<file path="src/rtl/sdram_capture_writer_if.sv">
// sdram_capture_writer_if: ADC sample input and Avalon-MM write master signals
interface sdram_capture_writer_if #(
    parameter int ADDR_W = 25,
    parameter int DATA_W = 16
) ();
    logic              adc_valid;
    logic [DATA_W-1:0] adc_data;
    logic [ADDR_W-1:0] av_address;
    logic [DATA_W-1:0] av_writedata;
    logic              av_write;
    logic [1:0]        av_byteenable;
    logic              av_chipenable;
    logic              av_waitrequest;

    modport master (
        input  adc_valid, adc_data, av_waitrequest,
        output av_address, av_writedata, av_write, av_byteenable, av_chipenable
    );

    modport slave (
        output adc_valid, adc_data, av_waitrequest,
        input  av_address, av_writedata, av_write, av_byteenable, av_chipenable
    );
endinterface

</file>
<file path="src/rtl/sdram_capture_writer.sv">
// sdram_capture_writer: buffers ADC samples in an elastic FIFO and streams them to SDRAM over Avalon-MM
module sdram_capture_writer #(
    parameter int                ADDR_W     = 25,
    parameter int                DATA_W     = 16,
    parameter int                FIFO_AW    = 4,
    parameter logic [ADDR_W-1:0] BASE_ADDR  = '0,
    parameter logic [ADDR_W-1:0] TOP_ADDR   = {ADDR_W{1'b1}},
    parameter int                OFFSET_BIN = 1
) (
    input  logic                  M100CLK,
    input  logic                  lock,
    input  logic                  enable,
    sdram_capture_writer_if.master bus,
    output logic [ADDR_W-1:0]     wr_ptr,
    output logic [FIFO_AW:0]      fifo_level,
    output logic                  overflow,
    output logic                  wrapped,
    output logic                  busy
);
    typedef enum logic [1:0] {IDLE, RUN, DRAIN} state_t;

    state_t              r_state, w_state_nx;
    logic [DATA_W-1:0]   r_mem [2**FIFO_AW];
    logic [FIFO_AW-1:0]  r_rd, r_wi;
    logic [FIFO_AW:0]    r_level;
    logic                r_av_write;
    logic [ADDR_W-1:0]   r_av_address, r_ptr;
    logic [DATA_W-1:0]   r_av_data;
    logic                r_ovf, r_wrap;
    logic                w_full, w_empty, w_push, w_drop, w_accept, w_pop, w_busy, w_chip;
    logic [ADDR_W-1:0]   w_ptr_nx;
    logic [DATA_W-1:0]   w_conv;

    // Level MSB is set only at exactly 2**FIFO_AW words, i.e. full
    assign w_full   = r_level[FIFO_AW];
    assign w_empty  = r_level == '0;
    assign w_push   = r_state == RUN && bus.adc_valid && !w_full;
    assign w_drop   = r_state == RUN && bus.adc_valid && w_full;
    assign w_accept = r_av_write && !bus.av_waitrequest;
    // A word is popped into the bus registers when they are free or being freed this edge
    assign w_pop    = !w_empty && (!r_av_write || w_accept);
    assign w_ptr_nx = !w_accept ? r_ptr : (r_ptr == TOP_ADDR ? BASE_ADDR : r_ptr + ADDR_W'(1));
    assign w_conv   = (OFFSET_BIN != 0) ? {~bus.adc_data[DATA_W-1], bus.adc_data[DATA_W-2:0]} : bus.adc_data;

    assign bus.av_address    = r_av_address;
    assign bus.av_writedata  = r_av_data;
    assign bus.av_write      = r_av_write;
    assign bus.av_byteenable = r_av_write ? 2'b11 : 2'b00;
    assign bus.av_chipenable = w_chip;
    assign wr_ptr            = r_ptr;
    assign fifo_level        = r_level;
    assign overflow          = r_ovf;
    assign wrapped           = r_wrap;
    assign busy              = w_busy;

    // Capture state register
    always_ff @(posedge M100CLK or negedge lock) begin
        if (!lock) r_state <= IDLE;
        else       r_state <= w_state_nx;
    end

    // Next state and state-decoded outputs; DRAIN only retires once FIFO and bus are both idle
    always_comb begin
        w_state_nx = r_state;
        w_busy     = r_state == RUN || r_state == DRAIN;
        w_chip     = r_state != IDLE;
        case (r_state)
            IDLE:    w_state_nx = enable ? RUN : IDLE;
            RUN:     w_state_nx = enable ? RUN : DRAIN;
            DRAIN:   w_state_nx = enable ? RUN : (w_empty && !r_av_write) ? IDLE : DRAIN;
            default: w_state_nx = IDLE;
        endcase
    end

    // FIFO storage; contents need no reset since the pointers define validity
    always_ff @(posedge M100CLK) begin
        if (w_push) r_mem[r_wi] <= w_conv;
    end

    // FIFO pointers, Avalon write registers, address counter and sticky flags
    always_ff @(posedge M100CLK or negedge lock) begin
        if (!lock) begin
            r_rd         <= '0;
            r_wi         <= '0;
            r_level      <= '0;
            r_av_write   <= 1'b0;
            r_av_address <= '0;
            r_av_data    <= '0;
            r_ptr        <= BASE_ADDR;
            r_ovf        <= 1'b0;
            r_wrap       <= 1'b0;
        end else begin
            if (w_push) r_wi <= r_wi + FIFO_AW'(1);
            r_level <= r_level + (FIFO_AW+1)'(w_push) - (FIFO_AW+1)'(w_pop);
            if (w_pop) begin
                r_rd         <= r_rd + FIFO_AW'(1);
                r_av_write   <= 1'b1;
                r_av_data    <= r_mem[r_rd];
                r_av_address <= w_ptr_nx;
            end else if (w_accept) begin
                r_av_write <= 1'b0;
            end
            r_ptr <= w_ptr_nx;
            if (w_drop) r_ovf <= 1'b1;
            if (w_accept && r_ptr == TOP_ADDR) r_wrap <= 1'b1;
        end
    end
endmodule
</file>
<file path="src/flat_wrapper.sv">
// flat-port wrapper written by rule: the top's interface ports become plain ports
module sdram_capture_writer_flat 
#(
    parameter int                ADDR_W     = 25,
    parameter int                DATA_W     = 16,
    parameter int                FIFO_AW    = 4,
    parameter logic [ADDR_W-1:0] BASE_ADDR  = '0,
    parameter logic [ADDR_W-1:0] TOP_ADDR   = {ADDR_W{1'b1}},
    parameter int                OFFSET_BIN = 1
)
  (M100CLK, lock, enable, wr_ptr, fifo_level, overflow, wrapped, busy, bus_adc_valid, bus_adc_data, bus_av_waitrequest, bus_av_address, bus_av_writedata, bus_av_write, bus_av_byteenable, bus_av_chipenable);
  sdram_capture_writer_if #(.ADDR_W(ADDR_W), .DATA_W(DATA_W)) bus_i ();
  input  logic M100CLK;
  input  logic lock;
  input  logic enable;
  output logic [ADDR_W-1:0] wr_ptr;
  output logic [FIFO_AW:0] fifo_level;
  output logic overflow;
  output logic wrapped;
  output logic busy;
  input wire logic [$bits(bus_i.adc_valid)-1:0] bus_adc_valid;
  input wire logic [$bits(bus_i.adc_data)-1:0] bus_adc_data;
  input wire logic [$bits(bus_i.av_waitrequest)-1:0] bus_av_waitrequest;
  output wire logic [$bits(bus_i.av_address)-1:0] bus_av_address;
  output wire logic [$bits(bus_i.av_writedata)-1:0] bus_av_writedata;
  output wire logic [$bits(bus_i.av_write)-1:0] bus_av_write;
  output wire logic [$bits(bus_i.av_byteenable)-1:0] bus_av_byteenable;
  output wire logic [$bits(bus_i.av_chipenable)-1:0] bus_av_chipenable;
  assign bus_i.adc_valid = bus_adc_valid;
  assign bus_i.adc_data = bus_adc_data;
  assign bus_i.av_waitrequest = bus_av_waitrequest;
  assign bus_av_address = bus_i.av_address;
  assign bus_av_writedata = bus_i.av_writedata;
  assign bus_av_write = bus_i.av_write;
  assign bus_av_byteenable = bus_i.av_byteenable;
  assign bus_av_chipenable = bus_i.av_chipenable;
  sdram_capture_writer #(.ADDR_W(ADDR_W), .DATA_W(DATA_W), .FIFO_AW(FIFO_AW), .BASE_ADDR(BASE_ADDR), .TOP_ADDR(TOP_ADDR), .OFFSET_BIN(OFFSET_BIN)) u_core (.M100CLK(M100CLK), .lock(lock), .enable(enable), .bus(bus_i), .wr_ptr(wr_ptr), .fifo_level(fifo_level), .overflow(overflow), .wrapped(wrapped), .busy(busy));
endmodule
</file>
<file path="config.mk">
export PLATFORM = sky130hd
export DESIGN_NAME = sdram_capture_writer_flat
export DESIGN_NICKNAME = d
export VERILOG_FILES = /design/src/rtl/sdram_capture_writer_if.sv /design/src/rtl/sdram_capture_writer.sv /design/src/flat_wrapper.sv
export SDC_FILE = /design/constraint.sdc
export NUM_CORES = 1
export LEC_CHECK = 0
export CAP_MARGIN = 0
export CORE_ASPECT_RATIO = 1.75
export CORE_MARGIN = 3
export CORE_UTILIZATION = 38
export DETAILED_ROUTE_END_ITERATION = 8
export PLACE_DENSITY = 0.53
export REMOVE_ABC_BUFFERS = 1
export SLEW_MARGIN = 20
export SYNTH_ARGS = -nofsm -noshare
export SYNTH_HDL_FRONTEND = slang
export SYNTH_SLANG_ARGS = --single-unit
</file>
<file path="constraint.sdc">
create_clock -name M100CLK -period 5.7 [get_ports M100CLK]
set_input_delay 1.14 -clock M100CLK [delete_from_list [all_inputs] [get_ports M100CLK]]
set_output_delay 1.14 -clock M100CLK [all_outputs]
set_load 0.1 [all_outputs]
</file>
==> impl_metrics.tcl <==
set metrics [dict create \
    clkTransAtPathRegs_ns 0.07 \
    status "finished clean" \
    clockBufferDepth 3 \
    clockPowerShare_pct 26.1 \
    vias 7174 \
    num_rows 90 \
    ys_types 55 \
    synthCells 766 \
    place_congestion 0.8079 \
    ant_nets 0 \
    htreeDepth 1 \
    end_kind "primary output" \
    wl_mm 31.55 \
    synth.ff_latch_count 340 \
    drv_cap 0 \
    die_area_um2 37970 \
    wl_met3_mm 1.417 \
    ctsRootBufferMaster "clkbuf_16" \
    drc_errors 0 \
    die_height_um 255.5 \
    drt_iter0_drc 289 \
    placed_cell_area_um2 14960 \
    cts_made_buffers 31 \
    max_freq_mhz 276.3 \
    top_layer "met4" \
    synth_ff_type "edfxtp_1" \
    slew_headroom_pct 29.60 \
    wl_met1_mm 11.95 \
    cts_sinks 340 \
    min_path_cells 1 \
    worst_slew_pin_slew_ns 1.056 \
    critical_path_arrival_ns 2.48 \
    met2_length_mm 17.47 \
    powerDensity_nw_per_um2 500.3 \
    netlist_area_um2 13520 \
    grt_pass1_vias 7614 \
    holdBufCountCts 0 \
    hold_class "flop to flop" \
    wl_per_cell_um 23.39 \
    start_util_pct 38.86 \
    finalSetupTns_ns 0 \
    coreArea_um2 34800 \
    fin_cells 1349 \
    grt_max_degree 61 \
    grt_overflow 0 \
    die_w_um 148.6 \
    avgSynthCellArea_um2 17.65 \
    async_flop_share_pct 24.71 \
    gr-usage-all-layers_pct 16.75 \
    crit_chain "inv_1 -> ha_1 -> clkdlybuf4s50_1" \
    vdd_drop_max_v 0.0003016 \
    r2r_start "u_core.fifo_level[2]" \
    finClkSkew_ns 0.01354 \
    crit_start "u_core.r_state[1]" \
    cts_tree "yes" \
    critical_path.max_stage_delay_ns 1.17 \
    postCtsResizedCells 0 \
    post-route-period-util_pct 63.49 \
    rsz0062_at_grt "no" \
    synth_warnings 0 \
    p_comb_share_pct 34.0 \
    switchingPower_w 0.002993 \
    clock_latency_ns 0.57 \
    n_antenna_cell 0 \
    internal-power_w 0.004996 \
    drive_above_1_share_pct 15.07 \
    io_buffers 98 \
    worstPathMaxFanout 3 \
    p_seq_share_pct 39.9 \
    postCtsSetupRepairBufs 0 \
    fillers 2992 \
    cp_slowest_cell "clkdlybuf4s50_1" \
    critPathKind "flop to primary output" \
    area_delta_synth_final_pct 18.11 \
    cp_data_required_time_ns 4.56 \
    design_area_um2 15970 \
    fin_nets 903 \
    crit_path_start_kind "flop" \
    hold_viol 0 \
    reg2reg_to "u_core.fifo_level[4]" \
    io_pins 99 \
    seq_area_frac_synth_pct 72.40 \
    first_pass_iters 5 \
    timing.reg2reg.setup_slack_ns 2.48 \
    grt_pass1_wl_mm 48.04 \
    hp-start "u_core.overflow" \
    swShare_pct 37.46 \
    drv_slew 0 \
    antenna_found_initial 0 \
    min_period_ns 3.619 \
    place_inst 1292 \
    hpwl_mm 20.31 \
    setup_violations 0 \
    leakage_nw 5.489 \
    hold_end "u_core.overflow" \
    synth-edff-count 256 \
    worstRegToRegCells 15 \
    vias_per_cell 5.318 \
]
[Yosys cell counts (9+ instances only)]
cell type  number  area, µm²
inv_1          18      67.56
a31oi_1         9      56.30
nor2_1         40      150.1
dfrtp_1        84       2102
xnor2_1        17      148.9
o21ai_0        12      60.06
edfxtp_1      256       7687
nand4_1        12      75.07
mux4_2         64       1441
nand2_1        33      123.9
and2_1         17      106.4
nand3_1        11      55.05
clkbuf_1       21      78.83
a221oi_1       14      122.6
a21oi_1         9      45.04
mux2i_1        15      150.1
o22ai_1        14      87.58
ha_1           16      200.2
buf_2          11      55.05
[cells in the final DEF, fill, tap and decap left out, types with 11 or more instances in the layout]
master	netlist	routed
edfxtp_1	256	256
clkdlybuf4s50_1	0	97
dfrtp_1	84	82
mux4_2	64	64
nor2_1	40	40
nand2_1	33	33
clkbuf_16	0	31
inv_1	18	18
xnor2_1	17	17
and2_1	17	17
ha_1	16	16
mux2i_1	15	15
o22ai_1	14	14
a221oi_1	14	14
nand4_1	12	12
o21ai_0	12	12
nand3_1	11	11
[sequential cells by signal, indices dropped and copies added (netlist names)]
register                 count
u_core.wrapped               1
u_core.bus.av_writedata     16
u_core.r_mem               256
u_core.bus.av_write          1
u_core.bus.av_address       25
u_core.wr_ptr               25
u_core.r_state               2
u_core.r_wi                  4
u_core.fifo_level            5
u_core.overflow              1
u_core.r_rd                  4
[power groups by stage]
stage | clock network (W) | registers, W | logic, W
after floorplan | 0 | 0.00415 | 0.00107
after global placement | 0 | 0.00325 | 0.00275
after detailed placement | 0 | 0.00325 | 0.00276
after CTS | 0.00214 | 0.00320 | 0.00276
after global routing | 0.00225 | 0.00324 | 0.00288
final | 0.00208 | 0.00319 | 0.00272
[layout make-up]
| class | instances | area, µm² | area share, % |
|---|---|---|---|
| Clock buffer | 39 | 815.8 | 5.109 |
| Sequential cell | 340 | 9794 | 61.33 |
| Inverter | 19 | 71.32 | 0.4466 |
| Timing Repair Buffer | 105 | 1031 | 6.456 |
| Clock inverter | 18 | 188.9 | 1.183 |
| Multi-Input combinational cell | 368 | 3492 | 21.87 |
| Tap cell | 460 | 575.6 | 3.604 |
[worst max-delay path, delay by kind of cell (launching register included)]
kind | cells | cell delay [ns]
fa+ha+maj | 1 | 0.29
buf+inv | 2 | 1.24
flops | 1 | 0.37
[kinds of logic after synthesis]
family,after synthesis,share of synthesized area [%]
AOI/OAI and AO/OA,79,3.989
xor gates and xnor gates,24,1.555
adders and majority gates,17,1.629
buffers and inverters,58,1.767
DFF,340,72.40
muxes,86,12.35
and+or+nand+nor,162,6.302
[per-layer routing]
metal / track usage, % / vias up
met5: 0 / -
met4: 4.675 / 0
met3: 2.462 / 43
met2: 31.04 / 196
met1: 20.05 / 3713
li1: - / 3222
[per-stage QoR]
step                      total power [W]  hold WS (ns)  setup WS [ns]  util [%]
after floorplan                  0.005221        0.4932         0.8372         -
after global placement           0.006003        0.4565          2.078     43.01
after detailed placement         0.006013        0.4617          2.042     43.01
after CTS                        0.008106        0.4770          2.025     45.89
after global routing             0.008359        0.4897          1.993     45.89
final                            0.007989        0.4801          2.081     45.89
[how the worst max path moves through the flow]
stage / endpoint
floorplan: u_core.fifo_level[4]
global placement: u_core.fifo_level[4]
detailed placement: u_core.fifo_level[4]
CTS: busy
global route: busy
finish: busy
(Power assumes the default switching activity.)
